**src/rtl/cs_pkg.sv**
```systemverilog
// Shared definitions for the sliding-window average block and its result writer.
package cs_pkg;

  localparam int N  = 9;
  localparam int DW = N + 1;

  typedef enum logic [1:0] {
    WARM  = 2'd0,
    RUN   = 2'd1,
    DRAIN = 2'd2,
    DONE  = 2'd3
  } cs_state_t;

endpackage

```
**src/rtl/cs_sync_fifo.sv**
```systemverilog
// First-word fall-through synchronous FIFO; full/empty come from an extra pointer bit.
module cs_sync_fifo #(
  parameter int DW    = 10,
  parameter int DEPTH = 8
) (
  input  logic                   clk,
  input  logic                   reset,
  input  logic                   push,
  input  logic                   pop,
  input  logic [DW-1:0]          din,
  output logic [DW-1:0]          dout,
  output logic                   full,
  output logic                   empty,
  output logic [$clog2(DEPTH):0] level
);

  localparam int PW = $clog2(DEPTH);

  logic [DW-1:0] mem [DEPTH];
  logic [PW:0]   wr_ptr;
  logic [PW:0]   rd_ptr;
  logic          do_push;
  logic          do_pop;

  assign empty = (wr_ptr == rd_ptr);
  assign full  = (wr_ptr[PW] != rd_ptr[PW]) && (wr_ptr[PW-1:0] == rd_ptr[PW-1:0]);
  assign level = wr_ptr - rd_ptr;
  assign dout  = mem[rd_ptr[PW-1:0]];

  // A push into a full FIFO is legal when the head leaves in the same cycle.
  assign do_pop  = pop && !empty;
  assign do_push = push && (!full || do_pop);

  always_ff @(posedge clk or posedge reset) begin
    if (reset) begin
      wr_ptr <= '0;
      rd_ptr <= '0;
    end else begin
      if (do_push) wr_ptr <= wr_ptr + (PW+1)'(1);
      if (do_pop)  rd_ptr <= rd_ptr + (PW+1)'(1);
    end
  end

  always_ff @(posedge clk) begin
    if (do_push) mem[wr_ptr[PW-1:0]] <= din;
  end

endmodule

```
**src/rtl/cs_result_writer.sv**
```systemverilog
// Drops warm-up results, queues valid ones and writes COUNT of them to result memory.
module cs_result_writer
  import cs_pkg::*;
#(
  parameter int DW     = cs_pkg::DW,
  parameter int WARMUP = 8,
  parameter int DEPTH  = 8,
  parameter int AW     = 10,
  parameter int COUNT  = 1000
) (
  input  logic                   clk,
  input  logic                   reset,
  input  logic                   in_valid,
  input  logic [DW-1:0]          in_y,
  input  logic                   mem_ready,
  output logic                   mem_wen,
  output logic [AW-1:0]          mem_addr,
  output logic [DW-1:0]          mem_wdata,
  output logic                   overflow,
  output logic                   done,
  output logic [$clog2(DEPTH):0] fill_level,
  output cs_state_t              state
);

  localparam int LW  = $clog2(DEPTH) + 1;
  localparam int WCW = (WARMUP < 2) ? 1 : $clog2(WARMUP);
  localparam int PCW = $clog2(COUNT + 1);
  localparam cs_state_t RESET_STATE = (WARMUP == 0) ? RUN : WARM;

  logic           full;
  logic           empty;
  logic           push;
  logic           pop;
  logic [DW-1:0]  head;
  logic [WCW-1:0] warm_cnt;
  logic [PCW-1:0] push_cnt;

  // Handshake: a write completes on any cycle with mem_wen && mem_ready; until
  // then mem_wen, mem_addr and mem_wdata hold, and completion pops the head.
  assign mem_wen   = !empty && ((state == RUN) || (state == DRAIN));
  assign pop       = mem_wen && mem_ready;
  assign push      = (state == RUN) && in_valid && (!full || pop);
  assign mem_wdata = mem_wen ? head : '0;

  cs_sync_fifo #(
    .DW    (DW),
    .DEPTH (DEPTH)
  ) u_fifo (
    .clk   (clk),
    .reset (reset),
    .push  (push),
    .pop   (pop),
    .din   (in_y),
    .dout  (head),
    .full  (full),
    .empty (empty),
    .level (fill_level)
  );

  always_ff @(posedge clk or posedge reset) begin
    if (reset) begin
      state    <= RESET_STATE;
      warm_cnt <= '0;
      push_cnt <= '0;
      mem_addr <= '0;
      overflow <= 1'b0;
      done     <= 1'b0;
    end else begin
      if (pop) mem_addr <= mem_addr + AW'(1);
      case (state)
        WARM: begin
          if (in_valid) begin
            warm_cnt <= warm_cnt + WCW'(1);
            if (warm_cnt == WCW'(WARMUP - 1)) state <= RUN;
          end
        end
        RUN: begin
          if (in_valid && !push) overflow <= 1'b1;
          if (push) begin
            push_cnt <= push_cnt + PCW'(1);
            if (push_cnt == PCW'(COUNT - 1)) state <= DRAIN;
          end
        end
        DRAIN: begin
          // Finish on the edge that retires the last queued entry.
          if (empty || ((fill_level == LW'(1)) && pop)) begin
            state <= DONE;
            done  <= 1'b1;
          end
        end
        DONE: begin
          done <= 1'b1;
        end
        default: state <= RESET_STATE;
      endcase
    end
  end

endmodule

```
**config.mk**
```make
export PLATFORM = sky130hd
export DESIGN_NAME = cs_result_writer
export DESIGN_NICKNAME = d
export VERILOG_FILES = /design/src/rtl/cs_pkg.sv /design/src/rtl/cs_sync_fifo.sv /design/src/rtl/cs_result_writer.sv
export SDC_FILE = /design/constraint.sdc
export NUM_CORES = 1
export LEC_CHECK = 0
export BUFFER_PORTS_ARGS = -buffer_cell sky130_fd_sc_hd__buf_4
export CORE_UTILIZATION = 50
export CTS_CLUSTER_SIZE = 28
export DETAILED_ROUTE_END_ITERATION = 10
export GPL_ROUTABILITY_DRIVEN = 0
export PLACE_DENSITY = 0.76
export SLEW_MARGIN = 40
export SYNTH_ARGS = -nofsm -noshare
export SYNTH_HDL_FRONTEND = slang
export SYNTH_SLANG_ARGS = --single-unit
```
**constraint.sdc**
```tcl
create_clock -name clk -period 3.88 [get_ports clk]
set_input_delay 0.776 -clock clk [delete_from_list [all_inputs] [get_ports clk]]
set_output_delay 0.776 -clock clk [all_outputs]
set_load 0.02 [all_outputs]
```
==> key figures, run 1 <==
Power
  • Peak supply drop: 370 uV
  • Sequential power share: 0.336
  • Clock power share: 0.299
  • Leak: 2.37 nW
  • Sw frac: 0.339
  • P_int: 0.00343 W
  • Gate power share: 0.365
  • Sw power: 0.00176 W
  • Power Dens Cells: 863 mW/mm^2

Clock tree
  • CTS H-tree depth: 4
  • CTS sink cnt: 115
  • Clock Pin Slew Worst Setup and Hold Paths: 0.05 ns
  • Worst-Skew Late Latency: 0.51 ns
  • CTS Buffer Depth: 2
  • Resized cells post-CTS: 0
  • Post-CTS setup buffer count: 0
  • Hold_buf cts: 0
  • CTS tree: done
  • CTS root buf: clkbuf_8
  • TritonCTS Buffers: 17

Place
  • Dpl hpwl: 5.82 mm
  • PortBufs: 42

Cells and area
  • # nets final: 396
  • Share of post-route cells with drive strength above 1: 0.321
  • Finished Core Util: 0.645
  • Synthesis-to-finish area growth: 24.2%
  • ANT cells: 0

Yosys
  • Synthesized flop and latch total: 115
  • EDFF count, synth: 80
  • Yosys warning count: 0
  • Post-Syn Area: 0.00484 sq mm
  • Post-synth ARST share: 0.304
  • Post-synthesis cell type count: 40
  • Primary FF master, synth: edfxtp_1
  • Mapped Avg Cell Area: 16.2 sq um
  • Mapped Nets: 328
  • Sequential-to-total area share from yosys stat: 0.677
  • Gate Count Post-Synth: 299

Worst setup path
  • Worst-path cell chain: inv_1, ha_1, and3_2, nand2_1, nand2_1, a21oi_1, buf_4
  • Critical path startpoint category: flop
  • Most frequent CP cell: nand2_1
  • CP required: 3.10 ns
  • Cells on worst reg2reg path: 8
  • RR Endpoint: state[1]
  • CP endpoint kind: output port
  • Worst Path Arrival: 2.75 ns
  • CP Depth: 7
  • CP Capture Point: mem_wdata[7]
  • Critical Path Fanout Max: 11
  • CP Buf/Inv Count: 2
  • Slowest CP cell: dfrtp_1
  • Flop2flop setup slack: 1.16 ns
  • Crit path largest cell delay: 0.50 ns
  • CP delay by family, top: simple AND/OR/NAND/NOR gates
  • CP startpoint: u_fifo.wr_ptr[0]
  • WS Path Type: flop to output port
  • R2R Path Start: u_fifo.wr_ptr[0]

Timing
  • Final Cycle Share: 0.909
  • Slew HR: 0.596
  • Setup TNS: 0 ns
  • Slew Viols, Final: 0
  • Final hold vios: 0
  • Skew final: 0.00616 ns
  • Least-Margin Pin Slew: 0.606 ns
  • # setup viols final: 0
  • Fin crit period: 3.53 ns
  • FMAX: 0.284 GHz
  • Unrepaired setup endpoints after global routing: false

GRT
  • First-pass GRT wire length: 15.3 mm
  • Final global-route overflow total: 0
  • Vias in the first global route: 2934
  • Pin count of the biggest net entering global routing: 36
  • GR Util All Layers: 0.213
  • Initial antenna violation count: 0

Routing
  • DR vias: 2754
  • Wire per inst: 18.6 um
  • Iter 0 DRT Violations: 121
  • Final ANT Viol Nets: 0
  • Final Routed Wirelength: 9.49 mm
  • Vias per cell: 5.41
  • DR pass1 iterations: 5
  • DRC Markers: 0

Floorplan
  • Full die area: 0.0101 sq mm
  • Num rows: 35
  • Die X: 100 um
  • Starting density of the core: 0.519
  • Ports: 43
  • Die height: 100 um
  • Core area: 0.00933 sq mm

Worst hold path
  • Worst hold path type: input pin to asynchronous set/reset pin

Outcome
  • Run status: complete, no violations

Job
  • Max-cap violations: 0
## cells in the mapped netlist, types with 2 or more instances
| master | n | area share |
|---|---|---|
| a21oi_1 | 13 | 0.013 |
| and3_1 | 5 | 0.0065 |
| and4_1 | 2 | 0.0036 |
| buf_2 | 3 | 0.0031 |
| clkbuf_1 | 5 | 0.0039 |
| dfrtp_1 | 35 | 0.18 |
| edfxtp_1 | 80 | 0.50 |
| ha_1 | 14 | 0.036 |
| inv_1 | 9 | 0.0070 |
| mux2_2 | 4 | 0.0093 |
| mux4_2 | 20 | 0.093 |
| nand2_1 | 39 | 0.030 |
| nand3_1 | 3 | 0.0031 |
| nand4_1 | 7 | 0.0090 |
| nand4b_1 | 2 | 0.0036 |
| nor2_1 | 3 | 0.0023 |
| nor3_1 | 3 | 0.0031 |
| nor4b_1 | 3 | 0.0054 |
| o21ai_0 | 2 | 0.0021 |
| xnor2_1 | 19 | 0.034 |
| xor2_1 | 9 | 0.016 |
## area by class of cell
type	count	area (sq um)
fill	646	3320
tap	129	161
clock buffer	20	425
multi-input combinational	165	1510
inverter	10	37.5
timing repair buffer	58	435
sequential	115	3280
clock inverter	12	163
## metal layers
layer	up-vias	global-route usage	wire length, um
met5	-	0	0
met4	0	0.115	163
met3	13	0.0474	533
met2	72	0.344	4880
met1	1399	0.271	3920
li1	1270	-	-
## worst min-delay path, stage by stage
cell   delay [ns]
buf_4        0.10
inv_1        0.04
buf_4        0.38
## worst min path at each step
stage,from,end,depth (start not counted)
after global placement,done,done,1
after detailed placement,done,done,1
after global routing,reset,u_fifo.rd_ptr[1],3
after floorplan,push_cnt[9],push_cnt[9],1
final,reset,done,3
after CTS,reset,mem_addr[6],3
## per-stage QoR
step | std cells | power (W) | cell area, sq um | hold slack (ns) | worst slack [ns]
finish | 509 | 0.00519 | 6010 | 0.365 | 0.353
global route | 509 | 0.00545 | 6010 | 0.413 | 0.264
CTS | 509 | 0.00524 | 6010 | 0.374 | 0.335
detailed placement | 477 | 0.00365 | 5420 | 0.454 | 0.979
global placement | 477 | 0.00359 | 5420 | 0.455 | 1.04
floorplan | 299 | 0.00294 | 4840 | 0.442 | 0.344
## sequential cells by signal, summed over array words and instances, names as in the netlist
| signal | flops |
|---|---|
| done | 1 |
| u_fifo.wr_ptr | 4 |
| u_fifo.rd_ptr | 4 |
| u_fifo.mem | 80 |
| overflow | 1 |
| mem_addr | 10 |
| warm_cnt | 3 |
| push_cnt | 10 |
| state | 2 |
## power by group through the flow
| stage | combinational [W] | sequential (W) | clock (W) |
|---|---|---|---|
| 2_1_floorplan | 0.00116 | 0.00178 | 0 |
| 3_3_place_gp | 0.00185 | 0.00174 | 0 |
| 3_5_place_dp | 0.00189 | 0.00176 | 0 |
| 4_1_cts | 0.00192 | 0.00175 | 0.00157 |
| 5_1_grt | 0.00206 | 0.00177 | 0.00163 |
| 6_report | 0.00189 | 0.00175 | 0.00155 |
## kinds of logic (layout without fill, tap and decap cells)
family          after synthesis  in the layout  synth area share
flops                       115            115             0.677
xor+xnor                     28             28            0.0507
compound gates               22             22            0.0308
mux                          26             26             0.108
buf+inv                      19            100            0.0155
fa+ha+maj                    15             15            0.0403
simple gates                 74             74            0.0778
## layout by cell type, fill, tap and decap left out, drive strengths merged, types with 2 or more instances in the layout
master    Yosys  final
bufinv        0      4
and4          2      2
nand2        39     39
mux2          5      5
a21oi        14     14
xnor2        19     19
nand4         7      7
nor3          3      3
nor4b         3      3
dfrtp        35     35
nor2          3      3
nand3         3      3
and3          7      7
xor2          9      9
ha           14     14
o21ai         2      2
buf           4     58
clkbuf        5     20
clkinvlp      0      2
nand4b        2      2
mux4         20     20
inv           9      9
edfxtp       80     80
clkinv        1      7
Note: power is estimated with default switching activity, not from simulation.
==> inputs of run 2 (changes only) <==
ABC_AREA = 1   (was default)
ABC_CLOCK_PERIOD_IN_PS = 3880   (was default)
==> run 2 against run 1 <==
Compared with the run above:
- clock power is 7% lower
- clock-buffer cell count shrank 2
- die area up 6.9%
- sequential power is 2% lower
- flip-flop and latch count did not move
- setup slack better by 0.028 ns
- sequential share of layout area decreased by 2.0 points
- combinational power increased by 28%
- via count is 28% higher
- total power up 7.0%
- highest routed layer unchanged
==> key figures, run 2 <==
Floorplan
  • Num rows: 36
  • Full die area: 0.0108 sq mm
  • Die height: 104 um
  • Ports: 43
  • Die X: 104 um
  • Core area: 0.00991 sq mm
  • Starting density of the core: 0.523

Yosys
  • Primary FF master, synth: edfxtp_1
  • Gate Count Post-Synth: 449
  • Post-synth ARST share: 0.304
  • Mapped Avg Cell Area: 11.5 sq um
  • Synth area leader: edfxtp_1
  • Yosys warning count: 0
  • Area contributors post-synth: edfxtp_1 46%, dfrtp_1 17%, nor2_1 4.9%, nand2_1 4.3%, o21ai_0 4.3%
  • Mapped Nets: 478
  • Post-synthesis cell type count: 37
  • Synthesized flop and latch total: 115
  • Commonest cells in the synthesized netlist: 80 x edfxtp_1, 68 x nor2_1, 60 x nand2_1
  • EDFF count, synth: 80
  • Sequential-to-total area share from yosys stat: 0.633
  • Yosys top cell area share: 0.464
  • Post-Syn Area: 0.00518 sq mm
  • Most common cell in the netlist: edfxtp_1

Power
  • Pwr Total: 0.00555 W
  • P_int: 0.00333 W
  • Sw frac: 0.401
  • Power Dens Cells: 890 mW/mm^2
  • Sw power: 0.00223 W
  • Sequential power share: 0.307
  • Gate power share: 0.433
  • Leak: 2.51 nW
  • Peak supply drop: 507 uV
  • Clock power share: 0.259

Clock tree
  • CTS H-tree depth: 4
  • Hold_buf cts: 0
  • CTS root buf: clkbuf_8
  • Resized cells post-CTS: 0
  • Post-CTS setup buffer count: 0
  • CTS sink cnt: 115
  • TritonCTS Buffers: 17
  • CTS Buffer Depth: 2
  • Worst-Skew Late Latency: 0.51 ns
  • CTS tree: done
  • Clock Pin Slew Worst Setup and Hold Paths: 0.05 ns

Routing
  • Final Routed Wirelength: 11.1 mm
  • DR pass1 iterations: 5
  • Wire per inst: 17.0 um
  • Vias per cell: 5.39
  • Iter 0 DRT Violations: 241
  • DR vias: 3513
  • DRC Markers: 0
  • Final ANT Viol Nets: 0

Worst setup path
  • Cells on worst reg2reg path: 10
  • WS Path Type: flop to output port
  • CP delay by family, top: buffers and inverters
  • Slowest CP cell: inv_1
  • Critical path startpoint category: flop
  • CP Buf/Inv Count: 3
  • RR Endpoint: u_fifo.mem[6][5]
  • Flop2flop setup slack: 1.30 ns
  • Most frequent CP cell: nand2_2
  • Worst-path cell chain: inv_1, ha_1, nand2_2, nor2_4, nand2_2, nand2_2, inv_1, nand2_1, nor2_1, buf_4
  • Crit path largest cell delay: 0.38 ns
  • R2R Path Start: u_fifo.rd_ptr[2]
  • CP required: 3.10 ns
  • Critical Path Fanout Max: 12
  • CP endpoint kind: output port
  • Worst Path Arrival: 2.72 ns

Place
  • Dpl hpwl: 7.00 mm
  • Cell total after placement: 620
  • PortBufs: 42
  • Pre-CTS setup slack: 0.967 ns

Cells and area
  • # nets final: 535
  • Commonest non-fill, non-tap cell in the layout: edfxtp_1
  • Fillers: 777
  • Finished Core Util: 0.629
  • Share of post-route cells with drive strength above 1: 0.229
  • Fin cells: 652
  • ANT cells: 0
  • Largest register FFs: 80
  • Synthesis-to-finish area growth: 20.4%
  • Most frequent cells in the layout: 80 x edfxtp_1, 68 x nor2_1, 60 x nand2_1

GRT
  • Initial antenna violation count: 0
  • First-pass GRT wire length: 18.0 mm
  • Pin count of the biggest net entering global routing: 43
  • Vias in the first global route: 3577
  • GR Util All Layers: 0.220
  • Final global-route overflow total: 0

Outcome
  • Run status: complete, no violations

Timing
  • PnR worst setup slack: 0.381 ns
  • FMAX: 0.286 GHz
  • Unrepaired setup endpoints after global routing: false
  • Setup TNS: 0 ns
  • Final hold vios: 0
  • Slew HR: 0.452
  • # setup viols final: 0
  • Fin crit period: 3.50 ns
  • Least-Margin Pin Slew: 0.820 ns
  • Final Cycle Share: 0.902
  • Skew final: 0.00591 ns
  • Slew Viols, Final: 0

Worst hold path
  • Worst hold path type: input pin to asynchronous set/reset pin

Job
  • Max-cap violations: 0
[run 2: cell types whose count changed after synthesis, moves of 8 or more]
cell and change:
nor2_1 +65, nand3_1 +8, o221a_2 +9, o221ai_1 +10, xor2_1 +9, xnor2_1 -14
nand2_1 +21, clkbuf_1 +8, o21ai_0 +42, nand2_2 +9, inv_1 +22, mux4_2 -20
a21oi_1 -11
[run 2: cell type report]
class	count	area, sq um	share of cell area
clock buffer	18	418	0.0670
clock inverter	14	139	0.0223
inverter	34	128	0.0205
multi-input combinational	283	1690	0.272
sequential	115	3280	0.526
tap	133	166	0.0267
timing repair buffer	55	413	0.0662
[run 2: routing by layer]
layer,track usage,share of wire
met1,0.252,0.39
met2,0.393,0.53
met3,0.0560,0.059
met4,0.0867,0.022
met5,0,0
[run 2: power by group through the flow]
stage,clock (W),combinational [W],sequential [W]
floorplan,0,0.00154,0.00177
global placement,0,0.00232,0.00172
detailed placement,0,0.00239,0.00173
CTS,0.00145,0.00241,0.00171
global route,0.00151,0.00264,0.00173
finish,0.00144,0.00241,0.00171
[run 2: logic make-up (layout without fill, tap and decap cells)]
logic type	count (synthesis)	after routing	share of synthesized area
multiplexers	3	3	0.00652
AND/OR/NAND/NOR	165	165	0.142
adder cells (fa/ha/maj)	15	15	0.0377
buffers and inverters	51	121	0.0403
AO/OA/AOI/OAI	76	76	0.0985
XOR/XNOR	24	24	0.0420
flip-flops	115	115	0.633
[run 2: through the flow]
stage | hold WS (ns) | cell area (sq um)
2_1_floorplan | 0.453 | 5180
3_3_place_gp | 0.461 | 5680
3_5_place_dp | 0.462 | 5680
4_1_cts | 0.373 | 6240
5_1_grt | 0.401 | 6240
6_report | 0.372 | 6240
[run 2: worst register-to-register path: cells and delay by family (launching register included)]
kind	cells	cell delay, ns
flops	1	0.37
buf+inv	3	0.84
fa+ha+maj	1	0.38
compound gates	1	0.12
simple gates	5	0.56
[run 2: worst max-delay path by stage]
stage / cells after the start / slack [ns] / end / from
floorplan: 11 / 1.12 / mem_wdata[0] / u_fifo.rd_ptr[2]
finish: 10 / 0.38 / mem_wdata[6] / u_fifo.rd_ptr[2]
CTS: 10 / 0.39 / mem_wdata[6] / u_fifo.rd_ptr[2]
detailed placement: 10 / 0.97 / mem_wdata[6] / u_fifo.rd_ptr[2]
global placement: 10 / 1.10 / mem_wdata[5] / u_fifo.rd_ptr[2]
global route: 10 / 0.22 / mem_wdata[6] / u_fifo.rd_ptr[2]
==> inputs of run 3 (changes only) <==
CORE_ASPECT_RATIO = 0.75   (was default)
SETUP_SLACK_MARGIN = 0.5   (was default)
==> run 3 against run 2 <==
Compared with the run above:
- flip-flop and latch count is the same
- cell count grew 0.31%
- sequential power about the same
- global-route usage grew 0.67 points
- via count grew 0.48%
- non-clock buffer count up 2
- combinational power increased by 2%
- die area about the same
- total power up 3.1%
- hold slack improved by 0.049 ns
- design area increased by 1.1%
- clock-buffer cell count down 1
==> key figures, run 3 (synthesis results as in run 2) <==
Timing
  • Final hold vios: 0
  • Fin crit period: 3.25 ns
  • Slew Viols, Final: 0
  • Skew final: 0.00674 ns
  • PnR worst setup slack: 0.627 ns
  • FMAX: 0.307 GHz
  • Slew HR: 0.560
  • Hold slack: 0.421 ns
  • Unrepaired setup endpoints after global routing: false
  • # setup viols final: 0
  • Setup TNS: 0 ns
  • Least-Margin Pin Slew: 0.658 ns
  • Final Cycle Share: 0.839

GRT
  • Final global-route overflow total: 0
  • Vias in the first global route: 3467
  • GR Util All Layers: 0.226
  • First-pass GRT wire length: 18.1 mm
  • Pin count of the biggest net entering global routing: 43
  • Initial antenna violation count: 0

Clock tree
  • CTS Buffer Depth: 2
  • CTS sink cnt: 115
  • TritonCTS Buffers: 17
  • CTS root buf: clkbuf_16
  • Clock Pin Slew Worst Setup and Hold Paths: 0.06 ns
  • Hold_buf cts: 0
  • CTS tree: done
  • Worst-Skew Late Latency: 0.42 ns
  • CTS H-tree depth: 4

Job
  • Max-cap violations: 0

Worst setup path
  • CP required: 3.10 ns
  • Cells on worst reg2reg path: 11
  • Worst Path Arrival: 2.48 ns
  • WS Path Type: flop to output port
  • Critical Path Fanout Max: 12
  • CP endpoint kind: output port
  • Critical path startpoint category: flop

Power
  • Sequential power share: 0.299
  • Gate power share: 0.428
  • Clock power share: 0.273
  • Peak supply drop: 479 uV
  • Sw frac: 0.407
  • Leak: 2.53 nW
  • Power Dens Cells: 908 mW/mm^2
  • Sw power: 0.00233 W
  • P_int: 0.00339 W

Floorplan
  • Die height: 90.2 um
  • Starting density of the core: 0.526
  • Full die area: 0.0108 sq mm
  • Die X: 120 um
  • Num rows: 31
  • Core area: 0.00985 sq mm
  • Ports: 43

Cells and area
  • Commonest non-fill, non-tap cell in the layout: edfxtp_1
  • Fin cells: 654
  • Footprint of the multi-input gates: 0.00169 sq mm
  • Synthesis-to-finish area growth: 21.7%
  • ANT cells: 0
  • Largest register FFs: 80
  • # nets final: 538
  • Fillers: 747
  • Share of post-route cells with drive strength above 1: 0.241
  • Most frequent cells in the layout: 80 x edfxtp_1, 68 x nor2_1, 60 x nand2_1
  • Sequential Area: 0.00328 sq mm

Place
  • Cell total after placement: 620
  • PortBufs: 42
  • Pre-CTS setup slack: 0.776 ns
  • Dpl hpwl: 7.26 mm

Outcome
  • Run status: complete, no violations

Routing
  • Iter 0 DRT Violations: 285
  • DR pass1 iterations: 5
  • Vias per cell: 5.40
  • Wire per inst: 17.0 um
  • DRC Markers: 0
  • Final ANT Viol Nets: 0
  • Final Routed Wirelength: 11.1 mm
  • DR vias: 3530

Worst hold path
  • Worst hold path type: input pin to asynchronous set/reset pin
## run 3: cell count changes in the layout (fill, tap and decap cells not counted), moves of 2 or more
cell | before | now
buf_4 | 55 | 57
inv_1 | 31 | 29
clkinv_4 | 1 | 4
clkinv_2 | 4 | 0
inv_6 | 1 | 5
## run 3: critical path, cell delays in order (launching register included)
cell,delay [ns]
dfrtp_1,0.33
buf_4,0.20
clkinvlp_4,0.14
ha_1,0.38
nand2_2,0.08
nor2_4,0.14
nand2_2,0.07
nand2_2,0.15
clkinvlp_4,0.21
nand2_1,0.13
nor2_1,0.06
buf_4,0.15
## run 3: metrics by stage
stage           util  power [W]  instance area, sq um
2_1_floorplan      -    0.00332                  5180
3_3_place_gp   0.577    0.00404                  5690
3_5_place_dp   0.577    0.00413                  5690
4_1_cts        0.639    0.00572                  6290
5_1_grt        0.640    0.00606                  6300
6_report       0.640    0.00572                  6300
## run 3: power by group through the flow
stage	combinational, W	sequential (W)	clock [W]
2_1_floorplan	0.00154	0.00177	0
3_3_place_gp	0.00232	0.00172	0
3_5_place_dp	0.00240	0.00173	0
4_1_cts	0.00243	0.00171	0.00158
5_1_grt	0.00268	0.00174	0.00164
6_report	0.00245	0.00171	0.00156
## run 3: area by class of cell
| class | count | area share |
|---|---|---|
| flip-flops and latches | 115 | 0.520 |
| multi-input cells | 283 | 0.269 |
| repair buffers | 57 | 0.0679 |
| clock buffers | 17 | 0.0675 |
| clock inverters | 15 | 0.0274 |
| well taps | 132 | 0.0262 |
| inverters | 34 | 0.0214 |
| repair inverters | 1 | 0.000794 |
## run 3: timing repair
action	4_1_cts	5_1_grt
gates cloned	0	1
setup buffers	1	0
gates resized for setup	1	1
endpoints found under the hold margin	0	0
endpoints found under the setup margin	10	6
## run 3: metal layers
layer | wire length, um | vias to the layer above | GRT usage | share of wire
li1 | - | 1683 | - | -
met1 | 5000 | 1686 | 0.319 | 0.45
met2 | 5070 | 139 | 0.329 | 0.46
met3 | 854 | 22 | 0.0704 | 0.077
met4 | 197 | 0 | 0.0854 | 0.018
met5 | 0 | - | 0 | 0
## run 3: final timing paths
path / slack, ns / from / endpoint
setup / recovery: 0.63 / u_fifo.rd_ptr[2] / mem_wdata[6]
max in group asynchronous: 2.88 / reset / u_fifo.rd_ptr[3]
setup reg to reg: 1.38 / u_fifo.rd_ptr[2] / u_fifo.mem[0][1]
hold / removal: 0.42 / reset / push_cnt[9]
min in group clk: 0.47 / done / done
hold reg to reg: 0.47 / done / done
